<file path="src/rtl/alu_seq.sv">
// alu_seq: sequential ALU with a {Z,N,H,C} flag register and two-cycle wide ADD/INC/DEC.
// Define ALU_SEQ_DAA_EN to make opcode F a BCD adjust; otherwise F passes A through.
module alu_seq #(
  parameter int DATA_WIDTH   = 8,
  parameter int OPCODE_WIDTH = 4
) (
  input  logic                    i_clk,
  input  logic                    i_rst,
  input  logic                    i_valid,
  output logic                    o_ready,
  input  logic [OPCODE_WIDTH-1:0] i_control,
  input  logic                    i_wide,
  input  logic [2*DATA_WIDTH-1:0] i_data_A,
  input  logic [2*DATA_WIDTH-1:0] i_data_B,
  input  logic                    i_flags_load,
  input  logic [7:0]              i_flags,
  output logic [2*DATA_WIDTH-1:0] o_data,
  output logic                    o_valid,
  output logic [7:0]              o_flags
);

  localparam int W = DATA_WIDTH;

  localparam logic [0:0] ST_IDLE    = 1'b0;
  localparam logic [0:0] ST_WIDE_HI = 1'b1;

  localparam logic [OPCODE_WIDTH-1:0] OP_ADD = OPCODE_WIDTH'(0);
  localparam logic [OPCODE_WIDTH-1:0] OP_ADC = OPCODE_WIDTH'(1);
  localparam logic [OPCODE_WIDTH-1:0] OP_SUB = OPCODE_WIDTH'(2);
  localparam logic [OPCODE_WIDTH-1:0] OP_SBC = OPCODE_WIDTH'(3);
  localparam logic [OPCODE_WIDTH-1:0] OP_AND = OPCODE_WIDTH'(4);
  localparam logic [OPCODE_WIDTH-1:0] OP_XOR = OPCODE_WIDTH'(5);
  localparam logic [OPCODE_WIDTH-1:0] OP_OR  = OPCODE_WIDTH'(6);
  localparam logic [OPCODE_WIDTH-1:0] OP_CP  = OPCODE_WIDTH'(7);
  localparam logic [OPCODE_WIDTH-1:0] OP_INC = OPCODE_WIDTH'(8);
  localparam logic [OPCODE_WIDTH-1:0] OP_DEC = OPCODE_WIDTH'(9);
  localparam logic [OPCODE_WIDTH-1:0] OP_RL  = OPCODE_WIDTH'(10);
  localparam logic [OPCODE_WIDTH-1:0] OP_RR  = OPCODE_WIDTH'(11);
  localparam logic [OPCODE_WIDTH-1:0] OP_SLA = OPCODE_WIDTH'(12);
  localparam logic [OPCODE_WIDTH-1:0] OP_SRA = OPCODE_WIDTH'(13);
  localparam logic [OPCODE_WIDTH-1:0] OP_SRL = OPCODE_WIDTH'(14);
  localparam logic [OPCODE_WIDTH-1:0] OP_DAA = OPCODE_WIDTH'(15);

  localparam int FZ = 3;
  localparam int FN = 2;
  localparam int FH = 1;
  localparam int FC = 0;

  localparam logic [W:0] ONE_X = (W+1)'(1);

  logic [0:0]     state_q, state_d;
  logic [3:0]     flags_q, flags_d;
  logic [2*W-1:0] data_q, data_d;
  logic           valid_q, valid_d;
  logic [W-1:0]   lo_q, lo_d;
  logic [W-1:0]   a_hi_q, a_hi_d;
  logic [W-1:0]   b_hi_q, b_hi_d;
  logic           cy_q, cy_d;
  logic           wadd_q, wadd_d;
  logic           wdec_q, wdec_d;

  logic           accept;
  logic           wide_op;
  logic [W-1:0]   a_n, b_n;
  logic           cin;
  logic [W:0]     add_ext, sub_ext;
  logic [W-1:0]   res_n;
  logic [3:0]     fl_n;
  logic [W:0]     wlo_ext, whi_ext;
  logic           whi_h;
  logic           unused_flag_bits;

  assign unused_flag_bits = ^i_flags[3:0];

  assign o_ready = (state_q == ST_IDLE) && !i_rst;
  assign accept  = i_valid && o_ready;
  assign wide_op = i_wide && ((i_control == OP_ADD) || (i_control == OP_INC) ||
                              (i_control == OP_DEC));

  assign a_n = i_data_A[W-1:0];
  assign b_n = i_data_B[W-1:0];

  assign o_data  = data_q;
  assign o_valid = valid_q;
  assign o_flags = {flags_q, 4'b0000};

`ifdef ALU_SEQ_DAA_EN
  logic [W-1:0] daa_v;
  logic         daa_c;

  // Game Boy style decimal adjust: direction chosen by N, corrections by H and C.
  always_comb begin
    daa_v = a_n;
    daa_c = flags_q[FC];
    if (!flags_q[FN]) begin
      if (flags_q[FC] || (a_n > W'(8'h99))) begin
        daa_v = daa_v + W'(8'h60);
        daa_c = 1'b1;
      end
      if (flags_q[FH] || (a_n[3:0] > 4'd9)) begin
        daa_v = daa_v + W'(8'h06);
      end
    end else begin
      if (flags_q[FC]) begin
        daa_v = daa_v - W'(8'h60);
      end
      if (flags_q[FH]) begin
        daa_v = daa_v - W'(8'h06);
      end
    end
  end
`endif

  always_comb begin
    cin     = ((i_control == OP_ADC) || (i_control == OP_SBC)) ? flags_q[FC] : 1'b0;
    add_ext = {1'b0, a_n} + {1'b0, b_n} + {{W{1'b0}}, cin};
    sub_ext = {1'b0, a_n} - {1'b0, b_n} - {{W{1'b0}}, cin};
    res_n   = a_n;
    fl_n    = flags_q;
    // Nibble carry/borrow recovered from operand and result bit 4.
    case (i_control)
      OP_ADD, OP_ADC: begin
        res_n = add_ext[W-1:0];
        fl_n  = {res_n == '0, 1'b0, a_n[4] ^ b_n[4] ^ add_ext[4], add_ext[W]};
      end
      OP_SUB, OP_SBC: begin
        res_n = sub_ext[W-1:0];
        fl_n  = {res_n == '0, 1'b1, a_n[4] ^ b_n[4] ^ sub_ext[4], sub_ext[W]};
      end
      OP_CP: begin
        res_n = a_n;
        fl_n  = {sub_ext[W-1:0] == '0, 1'b1, a_n[4] ^ b_n[4] ^ sub_ext[4], sub_ext[W]};
      end
      OP_AND: begin
        res_n = a_n & b_n;
        fl_n  = {res_n == '0, 1'b0, 1'b1, 1'b0};
      end
      OP_XOR: begin
        res_n = a_n ^ b_n;
        fl_n  = {res_n == '0, 3'b000};
      end
      OP_OR: begin
        res_n = a_n | b_n;
        fl_n  = {res_n == '0, 3'b000};
      end
      OP_INC: begin
        res_n = a_n + W'(1);
        fl_n  = {res_n == '0, 1'b0, a_n[3:0] == 4'hF, flags_q[FC]};
      end
      OP_DEC: begin
        res_n = a_n - W'(1);
        fl_n  = {res_n == '0, 1'b1, a_n[3:0] == 4'h0, flags_q[FC]};
      end
      OP_RL: begin
        res_n = {a_n[W-2:0], flags_q[FC]};
        fl_n  = {res_n == '0, 2'b00, a_n[W-1]};
      end
      OP_RR: begin
        res_n = {flags_q[FC], a_n[W-1:1]};
        fl_n  = {res_n == '0, 2'b00, a_n[0]};
      end
      OP_SLA: begin
        res_n = {a_n[W-2:0], 1'b0};
        fl_n  = {res_n == '0, 2'b00, a_n[W-1]};
      end
      OP_SRA: begin
        res_n = {a_n[W-1], a_n[W-1:1]};
        fl_n  = {res_n == '0, 2'b00, a_n[0]};
      end
      OP_SRL: begin
        res_n = {1'b0, a_n[W-1:1]};
        fl_n  = {res_n == '0, 2'b00, a_n[0]};
      end
      OP_DAA: begin
`ifdef ALU_SEQ_DAA_EN
        res_n = daa_v;
        fl_n  = {daa_v == '0, flags_q[FN], 1'b0, daa_c};
`else
        res_n = a_n;
        fl_n  = flags_q;
`endif
      end
      default: begin
        res_n = a_n;
        fl_n  = flags_q;
      end
    endcase
  end

  // Wide ops split into a low half at accept and a high half in WIDE_HI.
  always_comb begin
    if (i_control == OP_INC) begin
      wlo_ext = {1'b0, a_n} + ONE_X;
    end else if (i_control == OP_DEC) begin
      wlo_ext = {1'b0, a_n} - ONE_X;
    end else begin
      wlo_ext = {1'b0, a_n} + {1'b0, b_n};
    end
    if (wdec_q) begin
      whi_ext = {1'b0, a_hi_q} - {{W{1'b0}}, cy_q};
    end else begin
      whi_ext = {1'b0, a_hi_q} + {1'b0, b_hi_q} + {{W{1'b0}}, cy_q};
    end
    whi_h = a_hi_q[4] ^ b_hi_q[4] ^ whi_ext[4];
  end

  always_comb begin
    state_d = state_q;
    flags_d = flags_q;
    data_d  = data_q;
    valid_d = 1'b0;
    lo_d    = lo_q;
    a_hi_d  = a_hi_q;
    b_hi_d  = b_hi_q;
    cy_d    = cy_q;
    wadd_d  = wadd_q;
    wdec_d  = wdec_q;
    case (state_q)
      ST_IDLE: begin
        if (accept && wide_op) begin
          lo_d    = wlo_ext[W-1:0];
          cy_d    = wlo_ext[W];
          a_hi_d  = i_data_A[2*W-1:W];
          b_hi_d  = (i_control == OP_ADD) ? i_data_B[2*W-1:W] : '0;
          wadd_d  = (i_control == OP_ADD);
          wdec_d  = (i_control == OP_DEC);
          state_d = ST_WIDE_HI;
        end else if (accept) begin
          data_d  = {{W{1'b0}}, res_n};
          flags_d = fl_n;
          valid_d = 1'b1;
        end else if (i_flags_load) begin
          flags_d = i_flags[7:4];
        end
      end
      default: begin
        // Requests and flag loads arriving here are dropped while busy.
        data_d = {whi_ext[W-1:0], lo_q};
        if (wadd_q) begin
          flags_d = {flags_q[FZ], 1'b0, whi_h, whi_ext[W]};
        end
        valid_d = 1'b1;
        state_d = ST_IDLE;
      end
    endcase
  end

  always_ff @(posedge i_clk) begin
    if (i_rst) begin
      state_q <= ST_IDLE;
      flags_q <= '0;
      data_q  <= '0;
      valid_q <= 1'b0;
      lo_q    <= '0;
      a_hi_q  <= '0;
      b_hi_q  <= '0;
      cy_q    <= 1'b0;
      wadd_q  <= 1'b0;
      wdec_q  <= 1'b0;
    end else begin
      state_q <= state_d;
      flags_q <= flags_d;
      data_q  <= data_d;
      valid_q <= valid_d;
      lo_q    <= lo_d;
      a_hi_q  <= a_hi_d;
      b_hi_q  <= b_hi_d;
      cy_q    <= cy_d;
      wadd_q  <= wadd_d;
      wdec_q  <= wdec_d;
    end
  end

endmodule
</file>
<file path="config.mk">
export PLATFORM = sky130hd
export DESIGN_NAME = alu_seq
export DESIGN_NICKNAME = d
export VERILOG_FILES = /design/src/rtl/alu_seq.sv
export SDC_FILE = /design/constraint.sdc
export NUM_CORES = 1
export LEC_CHECK = 0
export ABC_AREA = 1
export CAP_MARGIN = 30
export CORE_UTILIZATION = 60
export CTS_CLUSTER_DIAMETER = 40
export CTS_CLUSTER_SIZE = 10
export DETAILED_ROUTE_END_ITERATION = 7
export DONT_BUFFER_PORTS = 1
export PLACE_DENSITY = 0.76
export SLEW_MARGIN = 5
export SYNTH_ARGS = -nofsm -noshare
export SYNTH_HDL_FRONTEND = slang
export SYNTH_SLANG_ARGS = --single-unit
</file>
<file path="constraint.sdc">
create_clock -name i_clk -period 8.4 [get_ports i_clk]
set_input_delay 1.68 -clock i_clk [delete_from_list [all_inputs] [get_ports i_clk]]
set_output_delay 1.68 -clock i_clk [all_outputs]
set_load 0.05 [all_outputs]
</file>
After elaboration in Yosys (flattened, before gate mapping)
Index checks and enable logic that the tools add are counted.
{"block": "totals", "register_bits": 49, "input_bits": 49, "output_inout_bits": 26, "word_cells": 109}
{"block": "op_classes", "add_sub_neg": 11, "eq_ne": 22, "muxes": 19, "bitwise_logic": 10, "reduce_logical": 35}
{"operator": "8-bit case mux with 13 select lines", "n": 1}
{"operator": "8-bit zero test", "n": 10}
{"operator": "16-bit 2-to-1 mux", "n": 3}
{"operator": "4-bit case mux with 12 select lines", "n": 1}
{"operator": "4-bit == test, second input constant", "n": 9}
{"operator": "9-bit 2-to-1 mux", "n": 3}
{"operator": "8-bit by 8-bit adder with 9-bit output", "n": 2}
{"operator": "9-bit by 1-bit adder with 9-bit output", "n": 2}
{"operator": "4-bit by 3-bit == test with 1-bit output, second input constant", "n": 4}
{"operator": "4-bit 2-to-1 mux", "n": 4}
{"operator": "7-bit zero test", "n": 2}
{"operator": "8-bit by 1-bit adder with 9-bit output, second input constant", "n": 1}
{"operator": "3-bit inequality test, second input constant", "n": 3}
{"operator": "8-bit by 1-bit subtractor with 9-bit output", "n": 1}
{"operator": "8-bit by 1-bit subtractor with 9-bit output, second input constant", "n": 1}
{"operator": "8-bit by 8-bit subtractor with 9-bit output", "n": 1}
{"operator": "9-bit by 1-bit subtractor with 9-bit output", "n": 1}
{"operator": "8-bit by 1-bit adder with 8-bit output, second input constant", "n": 1}
{"operator": "8-bit bitwise AND", "n": 1}
{"operator": "4-bit by 2-bit == test with 1-bit output, second input constant", "n": 2}
{"operator": "4-bit zero test", "n": 2}
{"operator": "8-bit 2-to-1 mux", "n": 1}
{"operator": "8-bit OR", "n": 1}
{"operator": "4-bit AND reduction", "n": 2}
{"operator": "other kinds (18)", "n": 38}

Longest topological paths before layout
{"block": "logic_depth", "ltp_word": 9, "mapped_depth": 21}

Worst setup path before layout
Ideal clock, no wire load.
{"block": "synth_timing", "kind": "input -> register", "from": "input port i_control[2]", "to": "register data_q[5], in the netlist o_data[5]", "setup_ns": 0.109, "t_arrival_ns": 3.838, "required_time_ns": 8.291, "path_slack_ns": 4.453, "stages": 16, "path_buffers": 0, "path_cell_list": "nor2_2 > inv_1 > nor3_1 > fa_1 > ha_1 > o21ai_0 > nand2_1 > a21oi_1 > xor2_1 > inv_1 > nand2_1 > nand4_1 > o21ai_0 > nand3_1 > nand2_1 > inv_1"}
{"block": "synth_between", "elab_chain_cells": 8}
{"element": "start, declared", "line_no": "11", "text": "input logic [OPCODE_WIDTH-1:0] i_control,"}
{"element": "4-bit by 1-bit == test with 1-bit output or 4-bit by 2-bit == test with 1-bit output (tied branches)", "line_no": "115, 121"}
{"element": "1-bit logical OR", "line_no": "115", "text": "cin = ((i_control == OP_ADC) || (i_control == OP_SBC)) ? flags_q[FC] : 1'b0;"}
{"element": "1-bit 2-to-1 mux", "line_no": "115"}
{"element": "9-bit by 1-bit subtractor with 9-bit output or 9-bit by 1-bit adder with 9-bit output (tied branches)", "line_no": "117, 116"}
{"element": "8-bit case mux with 13 select lines", "line_no": "121", "text": "case (i_control)"}
{"element": "16-bit 2-to-1 mux", "line_no": "228", "text": "end else if (accept) begin"}
{"element": "16-bit 2-to-1 mux", "line_no": "220", "text": "if (accept && wide_op) begin"}
{"element": "16-bit 2-to-1 mux", "line_no": "218", "text": "case (state_q)"}
{"element": "end signal, assigned", "line_no": "263", "text": "data_q <= data_d;"}
{"element": "end, declared", "line_no": "53", "text": "logic [2*W-1:0] data_q, data_d;"}
Several ways; a longest one is shown, not always the timed one. The select of a mux whose other input is x is not followed.
A chain may end at the register's enable or synchronous reset.

Worst setup path after layout
Ends and elaborated chain as after synthesis.

==> flow_summary_export.csv <==
group,metric,value,unit
outcome,status,"completed",
floorplan,start_util,62.0,%
run,maxCapViolations,0,
route,avgViaCountPerCell,6.04,
timing,fin_crit,4.46,ns
placed_design,dp_hpwl,13.3,mm
setup_path,cp_cell_sequence,"nor2_2 -> inv_1 -> nor3_1 -> fa_1 -> ha_1 -> o21ai_0 -> nand2_1 -> a21oi_1 -> xor2_1 -> inv_1 -> nand2_1 -> nand4_1 -> o21ai_0 -> nand3_1 -> nand2_1 -> inv_1",
floorplan,num_io_pins,75,
synthesis,syn_area,5090,sq um
timing,max_slew.worst_pin.slew,0.817,ns
route,drt_iter0_markers,485,
min_path,hp-class,"reg2reg",
global_routing,antenna_found_initial,0,
synthesis,synth_edf_count,0,
power_and_ir_drop,power_frac_comb,34.6,%
synthesis,ys_warn_count,0,
floorplan,die_area,8860,sq um
timing,post-route-period-util,53.1,%
route,num_vias,5484,
setup_path,crit_type,"in2reg",
timing,finalHoldViolations,0,
global_routing,grt_max_degree,31,
min_path,holdPathEnd,"wadd_q$_SDFFE_PP0P_",
synthesis,syn_avg_cell_area,6.23,sq um
floorplan,core_area,8220,sq um
timing,fmax,0.224,GHz
clocking,cts-resized-gates,0,
setup_path,reg2reg_slack,4.69,ns
synthesis,yosys_register_bits,49,
finish,area_growth,1.74,%
synthesis,ys_async_sr_fraction,0,%
setup_path,crit_path_max_fanout,5,
finish,final_common_cell,"nand2_1",
setup_path,path_buf_inv,3,
global_routing,grt-ovfl-total,0,
finish,finish.utilization,63.1,%
placed_design,place_congestion,0.995,
clocking,cts.sinks,49,
global_routing,grt_pass1_vias,4972,
setup_path,worstSetupEndpointType,"register",
route,wl,16.5,mm
clocking,cts.clk_slew.worst_paths,0.10,ns
power_and_ir_drop,internal-power,365,uW
clocking,ctsRootBufferMaster,"clkbuf_8",
setup_path,r2r_end,"o_data[5]$_SDFFE_PP0P_",
route,dr.pass1.iters,5,
timing,maxSlewViolCount,0,
clocking,ctsHoldBuffers,0,
min_path,min_path_cells,2,
timing,rsz0062_at_grt,"false",
placed_design,io_buffers,0,
synthesis,seq_area_frac_synth,19.3,%
setup_path,max_stage_delay,0.53,ns
route,ant_nets,0,
floorplan,fp-row-count,33,
finish,insertedDiodeCount,0,
setup_path,cp_slowest_cell,"fa_1",
setup_path,crit_path_start_kind,"input pin",
clocking,cts_buffers,5,
power_and_ir_drop,p_switching,257,uW
power_and_ir_drop,power.density,120,nW/um^2
clocking,clock_path_buffers,2,
clocking,cts_max_level,2,
power_and_ir_drop,switching_share,41.3,%
global_routing,track_usage,37.5,%
finish,final_cell_mix,"nand2_1 (189), inv_1 (103), nor2_1 (77), a21oi_1 (61), nand3_1 (59)",
power_and_ir_drop,leakagePower,2.44,nW
clocking,tritoncts,"built",
setup_path,r2r_cells,15,
setup_path,arrival,4.67,ns
power_and_ir_drop,ir_worst_vdd,0.0892,mV
floorplan,die_x,94.1,microns
setup_path,r2r_start,"flags_q[0]$_SDFFE_PP0P_",
finish,nets,902,
timing,slew_headroom,45.4,%
clocking,post_cts_buffers,0,
synthesis,ys_types,51,
setup_path,critPathTopFamily,"simple AND/OR/NAND/NOR gates",
finish,drive_gt1_share,6.97,%
min_path,hold_start,"wadd_q$_SDFFE_PP0P_",
timing,skew,0.0142,ns
finish,fill_cells,814,
floorplan,die_height,94.1,microns
clocking,clock_latency,0.31,ns
power_and_ir_drop,power_frac_seq,42.0,%
timing,setup_viol_count_final,0,
setup_path,crit_required,8.61,ns
power_and_ir_drop,p_clk_share,23.3,%
route,drc,0,
global_routing,grt_pass1_wl,25.4,mm
synthesis,ys.flop_type,"dfxtp_1",
route,wl_per_cell,18.2,microns
synthesis,postSynthCellCount,818,
timing,fin_setup_tns,0,ns
## cell type report
| type | count | area [sq um] | area share (%) |
|---|---|---|---|
| multi-input cells | 627 | 3530 | 68.1 |
| flip-flops and latches | 49 | 981 | 18.9 |
| inverters | 119 | 452 | 8.72 |
| well taps | 105 | 131 | 2.54 |
| clock buffers | 5 | 68.8 | 1.33 |
| clock inverters | 3 | 21.3 | 0.410 |
## worst max-delay path by stage
stage                             from                endpoint  slack (ns)  cells after the start
final                     i_control[2]  o_data[5]$_SDFFE_PP0P_        3.94                     16
after global routing      i_control[2]  o_data[5]$_SDFFE_PP0P_        3.79                     16
after CTS                 i_control[2]  o_data[5]$_SDFFE_PP0P_        4.06                     16
after detailed placement  i_control[2]  o_data[5]$_SDFFE_PP0P_        3.75                     16
after global placement    i_control[2]  o_data[5]$_SDFFE_PP0P_        3.77                     16
after floorplan           i_control[2]  o_data[5]$_SDFFE_PP0P_        4.45                     16
## power by group through the flow
stage	logic [mW]	clock network, mW	registers (mW)
after floorplan	0.163	0	0.265
after global placement	0.202	0	0.267
after detailed placement	0.207	0	0.267
after CTS	0.209	0.143	0.262
after global routing	0.236	0.153	0.263
final	0.215	0.145	0.262
## cell usage after synthesis, types with 2 or more instances
master | number | area (sq um)
o2111ai_1 | 2 | 17.5
nand2_1 | 189 | 709
nor2_4 | 3 | 33.8
nand3_2 | 6 | 60.1
fa_1 | 5 | 100
nand4_1 | 16 | 100
ha_1 | 46 | 576
inv_1 | 103 | 387
xnor2_1 | 3 | 26.3
o21ai_0 | 55 | 275
nor3_1 | 10 | 50.1
inv_2 | 12 | 45.0
dfxtp_1 | 49 | 981
clkinv_1 | 2 | 7.51
buf_2 | 7 | 35.0
nor2_2 | 7 | 43.8
nor2_1 | 77 | 289
o211ai_1 | 3 | 22.5
inv_4 | 2 | 12.5
o21ai_1 | 3 | 15.0
o22ai_1 | 14 | 87.6
clkbuf_1 | 11 | 41.3
nor4_1 | 3 | 18.8
a221oi_1 | 2 | 17.5
xor2_1 | 15 | 131
nand3_1 | 59 | 295
buf_4 | 6 | 45.0
or2_2 | 3 | 18.8
a211oi_1 | 5 | 37.5
a21oi_2 | 2 | 17.5
nand2_2 | 7 | 43.8
o221ai_1 | 2 | 17.5
buf_6 | 2 | 22.5
a31oi_1 | 8 | 50.1
nand2_4 | 2 | 22.5
a22oi_1 | 2 | 15.0
a21oi_1 | 61 | 305
## cells by family (layout without fill, tap and decap cells)
| group | Yosys count | count (layout) | synth area share [%] |
|---|---|---|---|
| compound gates | 166 | 166 | 18.4 |
| xor+xnor | 18 | 18 | 3.10 |
| fa+ha+maj | 51 | 51 | 13.3 |
| buf+inv | 145 | 127 | 11.7 |
| flops | 49 | 49 | 19.3 |
| other cells | 1 | 4 | 0.0736 |
| simple gates | 388 | 388 | 34.2 |
## flip-flops by register name (all words and copies together), names as in the netlist
name,cells
wadd_q,1
o_valid,1
b_hi_q,8
o_data,16
cy_q,1
flags_q,4
wdec_q,1
a_hi_q,8
lo_q,8
state_q,1
## layer usage
metal  vias up  share of wire [%]  global-route usage, %
met5         -                  0                      0
met4         0                1.5                   6.67
met3        22                 11                   9.30
met2       308                 42                   57.4
met1      2497                 46                   53.3
li1       2657                  -                      -
## worst reg2reg max path, delay by kind of cell, from the launching register on
| kind | cells | cell delay [ns] |
|---|---|---|
| simple gates | 6 | 1.11 |
| fa+ha+maj | 2 | 0.73 |
| flops | 1 | 0.66 |
| compound gates | 3 | 0.57 |
| buf+inv | 3 | 0.35 |
| xor+xnor | 1 | 0.21 |
## metrics by stage
stage / power, mW / hold WS (ns) / cell area, sq um / worst slack, ns / instances
global placement: 0.469 / 0.446 / 5090 / 3.77 / 900
CTS: 0.614 / 0.467 / 5180 / 4.06 / 908
finish: 0.622 / 0.471 / 5180 / 3.94 / 908
floorplan: 0.428 / 0.430 / 5100 / 4.45 / 821
global route: 0.651 / 0.487 / 5180 / 3.79 / 908
detailed placement: 0.474 / 0.452 / 5090 / 3.75 / 900
No activity file was read; power rests on OpenSTA's default activity.
